`config.mk`:
```
export PLATFORM = sky130hd
export DESIGN_NAME = ctrl_fsm
export DESIGN_NICKNAME = d
export VERILOG_FILES = /design/src/rtl/ctrl_pkg.sv /design/src/rtl/ctrl_decode.sv /design/src/rtl/ctrl_fsm.sv
export SDC_FILE = /design/constraint.sdc
export NUM_CORES = 1
export LEC_CHECK = 0
export ABC_AREA = 1
export CORE_MARGIN = 10
export CORE_UTILIZATION = 43
export DETAILED_ROUTE_END_ITERATION = 10
export HOLD_SLACK_MARGIN = 0.12
export PLACE_DENSITY_LB_ADDON = 0.3
export SYNTH_ARGS = -nofsm -noshare
export SYNTH_HDL_FRONTEND = slang
export SYNTH_SLANG_ARGS = --single-unit
```
`constraint.sdc`:
```
create_clock -name clk -period 1.15 [get_ports clk]
set_input_delay 0.23 -clock clk [delete_from_list [all_inputs] [get_ports clk]]
set_output_delay 0.23 -clock clk [all_outputs]
set_load 0.02 [all_outputs]
```
`src/rtl/ctrl_pkg.sv`:
```
// Shared types and constants for the multi-cycle controller.
// State encoding, opcode map and ALU select codes.
package ctrl_pkg;

    typedef enum logic [2:0] {
        S_FETCH,
        S_DECODE,
        S_EXEC,
        S_MEM,
        S_WB,
        S_HALT
    } state_e;

    localparam logic [2:0] OP_AND  = 3'b000;
    localparam logic [2:0] OP_OR   = 3'b001;
    localparam logic [2:0] OP_ADD  = 3'b010;
    localparam logic [2:0] OP_SUB  = 3'b011;
    localparam logic [2:0] OP_SLT  = 3'b100;
    localparam logic [2:0] OP_LW   = 3'b101;
    localparam logic [2:0] OP_SW   = 3'b110;
    localparam logic [2:0] OP_HALT = 3'b111;

    localparam logic [1:0] ALU_AND = 2'd0;
    localparam logic [1:0] ALU_OR  = 2'd1;
    localparam logic [1:0] ALU_ADD = 2'd2;
    localparam logic [1:0] ALU_SLT = 2'd3;

endpackage

```
`src/rtl/ctrl_decode.sv`:
```
// Combinational opcode decoder for ctrl_fsm.
// CTRL_FSM_SLT_EN enables the SLT ALU mapping for opcode 100.
module ctrl_decode
    import ctrl_pkg::*;
(
    input  logic [2:0] opcode_i,
    output logic [1:0] alu_op_o,
    output logic       alu_sub_o,
    output logic       is_mem_o,
    output logic       is_load_o,
    output logic       is_halt_o
);

    // Map opcode to ALU select and instruction class flags.
    always_comb begin
        alu_op_o  = ALU_AND;
        alu_sub_o = 1'b0;
        is_mem_o  = 1'b0;
        is_load_o = 1'b0;
        is_halt_o = 1'b0;
        unique case (opcode_i)
            OP_AND:  alu_op_o = ALU_AND;
            OP_OR:   alu_op_o = ALU_OR;
            OP_ADD:  alu_op_o = ALU_ADD;
            OP_SUB: begin
                alu_op_o  = ALU_ADD;
                alu_sub_o = 1'b1;
            end
`ifdef CTRL_FSM_SLT_EN
            OP_SLT:  alu_op_o = ALU_SLT;
`else
            OP_SLT:  alu_op_o = ALU_AND;
`endif
            OP_LW: begin
                is_mem_o  = 1'b1;
                is_load_o = 1'b1;
            end
            OP_SW:   is_mem_o  = 1'b1;
            OP_HALT: is_halt_o = 1'b1;
        endcase
    end

endmodule

```
`src/rtl/ctrl_fsm.sv`:
```
// Multi-cycle FETCH/DECODE/EXEC/MEM/WB controller with memory timeout.
// Define CTRL_FSM_SLT_EN to execute opcode 100 as SLT instead of trapping it.
module ctrl_fsm
    import ctrl_pkg::*;
#(
    parameter int MEM_WAIT_MAX = 7
) (
    input  logic       clk,
    input  logic       rst,
    input  logic [7:0] instr,
    input  logic       mem_ready,
    output logic       pc_inc,
    output logic [1:0] rd_addr,
    output logic [1:0] rs_addr,
    output logic       reg_rw,
    output logic       mem_rw,
    output logic [1:0] alu_op,
    output logic       alu_sub,
    output logic       wb_sel,
    output logic       halted,
    output logic       err,
    output logic [7:0] retired
);

    localparam int WaitW = (MEM_WAIT_MAX > 1) ? $clog2(MEM_WAIT_MAX) : 1;
    localparam logic [WaitW-1:0] LastWait = WaitW'(MEM_WAIT_MAX - 1);

`ifdef CTRL_FSM_SLT_EN
    localparam bit SltEn = 1'b1;
`else
    localparam bit SltEn = 1'b0;
`endif

    state_e            state_q, state_d;
    // IR keeps instr[7:1]; bit 0 carries no meaning
    logic [6:0]        ir_q, ir_d;
    logic [7:0]        retired_q, retired_d;
    logic              err_q, err_d;
    logic [WaitW-1:0]  wait_q, wait_d;

    logic [1:0]        dec_alu_op;
    logic              dec_alu_sub;
    logic              is_mem;
    logic              is_load;
    logic              is_halt;
    logic              slt_bad;

    ctrl_decode u_decode (
        .opcode_i  (ir_q[6:4]),
        .alu_op_o  (dec_alu_op),
        .alu_sub_o (dec_alu_sub),
        .is_mem_o  (is_mem),
        .is_load_o (is_load),
        .is_halt_o (is_halt)
    );

    assign slt_bad = !SltEn && (ir_q[6:4] == OP_SLT);

    // State, IR, retire counter, error flag and wait counter registers.
    always_ff @(posedge clk or posedge rst) begin
        if (rst) begin
            state_q   <= S_FETCH;
            ir_q      <= '0;
            retired_q <= '0;
            err_q     <= 1'b0;
            wait_q    <= '0;
        end else begin
            state_q   <= state_d;
            ir_q      <= ir_d;
            retired_q <= retired_d;
            err_q     <= err_d;
            wait_q    <= wait_d;
        end
    end

    // Next-state logic; the wait counter only survives consecutive MEM stalls.
    always_comb begin
        state_d   = state_q;
        ir_d      = ir_q;
        retired_d = retired_q;
        err_d     = err_q;
        wait_d    = '0;
        unique case (state_q)
            S_FETCH: begin
                ir_d    = instr[7:1];
                state_d = S_DECODE;
            end
            S_DECODE: begin
                if (is_halt) begin
                    state_d = S_HALT;
                end else if (slt_bad) begin
                    err_d   = 1'b1;
                    state_d = S_FETCH;
                end else begin
                    state_d = S_EXEC;
                end
            end
            S_EXEC: state_d = is_mem ? S_MEM : S_WB;
            S_MEM: begin
                if (mem_ready) begin
                    if (is_load) begin
                        state_d = S_WB;
                    end else begin
                        state_d   = S_FETCH;
                        retired_d = retired_q + 8'd1;
                    end
                end else if (wait_q == LastWait) begin
                    err_d   = 1'b1;
                    state_d = S_HALT;
                end else begin
                    wait_d = wait_q + 1'b1;
                end
            end
            S_WB: begin
                state_d   = S_FETCH;
                retired_d = retired_q + 8'd1;
            end
            S_HALT: state_d = S_HALT;
            default: state_d = S_FETCH;
        endcase
    end

    // Moore outputs; pc_inc is held low while reset is asserted.
    always_comb begin
        pc_inc  = (state_q == S_FETCH) && !rst;
        rd_addr = '0;
        rs_addr = '0;
        if (state_q != S_FETCH) begin
            rd_addr = ir_q[3:2];
            rs_addr = ir_q[1:0];
        end
        reg_rw  = (state_q != S_WB);
        mem_rw  = !((state_q == S_MEM) && !is_load);
        alu_op  = ALU_AND;
        alu_sub = 1'b0;
        if (((state_q == S_EXEC) || (state_q == S_WB)) && !is_mem) begin
            alu_op  = dec_alu_op;
            alu_sub = dec_alu_sub;
        end
        wb_sel  = (state_q == S_WB) && is_load;
        halted  = (state_q == S_HALT);
        err     = err_q;
        retired = retired_q;
    end

endmodule

```
==> impl_metrics.toml <==
[sta]
setup_viol = 33
rsz0062_at_grt = "true"
slew_viol_final = 0
tightest_slew_ns = 0.240
fin_worst_skew_ns = 0.0102
fin_ws_ns = -0.514
fin_crit_sh_pct = 145
hold_viol_final = 0
period_needed_ns = 1.66
fmaxAchievable_ghz = 0.601
max-slew-margin-rel_pct = 84.0

[run]
drv_cap = 0

[critical_path]
cp-end-kind = "output pin"
start_kind = "register"
worstPathRequired_ns = 0.92
crit_type = "register to output pin"
path_max_fanout = 3
arrival_ns = 1.43
r2r_cells = 10

[global_route]
busiest_layer = "met2"
grt_pass1_vias = 1367
grt_pass1_wl_um = 6110
antenna_found_initial = 0
met2_usage_pct = 24.6
grtUsageMet1_pct = 15.5
grt.total_usage_pct = 14.1
gr-total-overflow = 0
grt_max_degree = 14
grt_use_met3_pct = 3.54

[layout]
drive_above_1_share_pct = 39.4
stdcell_area_um2 = 1980
multi_input_area_um2 = 687
nNetsFinal = 249
area_growth_pct = 63.9
post-route-util_pct = 72.9
fillers = 200
regArea_um2 = 552
fin_cells = 267
n_antenna_cell = 0

[die]
core_region_area_um2 = 2710
die_area_um2 = 5320
die_h_um = 73.0
fp-row-count = 19
initial_core_util_pct = 44.5
ios = 32
die_w_um = 73.0

[logic_synthesis]
synth_area_um2 = 1210
synthCells = 168
ys_ff_latch = 22
yosysSeqAreaShare_pct = 45.6
ys.warnings.count = 0
ys_types = 21
avgSynthCellArea_um2 = 7.18
syn-num-nets = 180

[clock_tree]
holdBufCountCts = 0
cts-root-buf = "clkbuf_4"
clk_latency_ns = 0.32
cts_made_buffers = 3
cts_buffer_depth = 2
cts_tree = "done"
cts_htree_levels = 1
cts.reportedPaths.clkPinSlew_ns = 0.13
cts_sinks = 22

[power_and_ir_drop]
irDropWorstVdd_mv = 1.92
p_leak_uw = 0.00108
powerDensity_nw_per_um2 = 2420
finalPower_uw = 4790

[place]
placedCellCount = 258
postPlaceCellArea_um2 = 1830
io_buffers = 30
gp_routability_congestion = 0.857
hpwl_um = 2620
place_ws_ns = -0.690

[detailed_routing]
wl_um = 3620
drc = 0
vias_per_cell = 4.90
drtIter0Drc = 46
dr_total_vias = 1309
drtAntennaViolNets = 0
wl_per_cell_um = 13.6
dr.pass1.iters = 4

[min_path]
hp-class = "input port to async pin"

[run_status]
violations = "negative setup slack"
status = "finished with violations"
[cell usage after synthesis]
library cell / n / share of area, %
nand2_1: 69 / 21
inv_1: 25 / 7.8
dfrtp_1: 22 / 46
nor2_1: 13 / 4.0
nand3_1: 7 / 2.9
nor3_1: 7 / 2.9
nand2_2: 5 / 2.6
o21ai_1: 4 / 1.7
nand3b_1: 2 / 1.2
o21ai_0: 2 / 0.83
xnor2_1: 2 / 1.5
a21oi_1: 1 / 0.41
buf_6: 1 / 0.93
ha_1: 1 / 1.0
inv_6: 1 / 0.73
nand2_4: 1 / 0.93
nand4_1: 1 / 0.52
nor2_4: 1 / 0.93
o211ai_1: 1 / 0.62
o21bai_1: 1 / 0.62
xor2_1: 1 / 0.73
[cells by family after synthesis]
family / count (synthesis) / synth area share (%)
and+or+nand+nor: 106 / 37.6
buffers and inverters: 27 / 9.44
DFF: 22 / 45.6
AOI/OAI and AO/OA: 9 / 4.15
xor gates and xnor gates: 3 / 2.18
adders and majority gates: 1 / 1.04
[area by class of cell]
cell class,instances,area share [%]
clock inverter,1,1.52
multi-input combinational,120,34.7
timing repair buffer,64,27.5
tap,31,1.96
clock buffer,3,1.14
sequential,22,27.9
inverter,26,5.19
[path summary, 6_finish.rpt]
kind | start | end | slack (ns)
worst max register to register | ir_q[5] | retired[1] | -0.26
max in group asynchronous | rst | state_q[1] | 0.59
worst min register to register | wait_q[0] | wait_q[0] | 0.46
worst max-delay path | state_q[1] | alu_op[1] | -0.51
worst min-delay path | rst | ir_q[0] | 0.36
min in group clk | instr[1] | ir_q[0] | 0.43
[per-stage QoR]
step                TNS [ns]  hold WS [ns]
finish                 -8.82         0.356
global route          -11.30         0.383
CTS                    -8.68         0.355
detailed placement    -10.68         0.445
global placement       -9.05         0.446
floorplan              -1.11         0.219
[cells in the final DEF, fill, tap and decap left out, drive strengths merged]
cell type / Yosys / routed
a21oi: 1 / 1
buf: 1 / 55
bufinv: 0 / 1
clkbuf: 0 / 3
clkdlybuf4s50: 0 / 9
dfrtp: 22 / 22
ha: 1 / 1
inv: 26 / 26
nand2: 75 / 76
nand3: 7 / 7
nand3b: 2 / 2
nand4: 1 / 1
nor2: 14 / 14
nor3: 7 / 7
o211ai: 1 / 1
o21ai: 6 / 6
o21bai: 1 / 1
xnor2: 2 / 2
xor2: 1 / 1
[per-layer routing]
metal / part of all wire, % / vias to the layer above / routed length [um]
li1: - / 644 / -
met1: 39 / 618 / 1420
met2: 53 / 39 / 1930
met3: 5.3 / 8 / 193
met4: 2.3 / 0 / 84
met5: 0 / - / 0
[worst max-delay path: stages (launching register included)]
cell     delay [ns]
dfrtp_2        0.46
nor2_4         0.16
nand2_4        0.07
nand2_2        0.07
nand2_4        0.08
nor3_4         0.14
buf_6          0.14
[power by group]
part | switching (uW) | internal, uW | leakage, uW | total [uW]
sequential | 190 | 1020 | 0.000281 | 1200
combinational | 1690 | 1290 | 0.000772 | 2980
clock | 254 | 353 | 0.0000279 | 606
total | 2140 | 2650 | 0.00108 | 4790
[sequential cells by signal, indices dropped and copies added (netlist names)]
signal and count:
ir_q 7, retired 8, err 1, state_q 3, wait_q 3
[timing repair]
item,in CTS,in global routing
endpoints found under the setup margin,43,41
hold endpoints to repair,0,0
buffers inserted,2,2
gates cloned,1,0
resized for setup,114,17
pin swaps,3,2
Power figures use the tool's default switching activity.
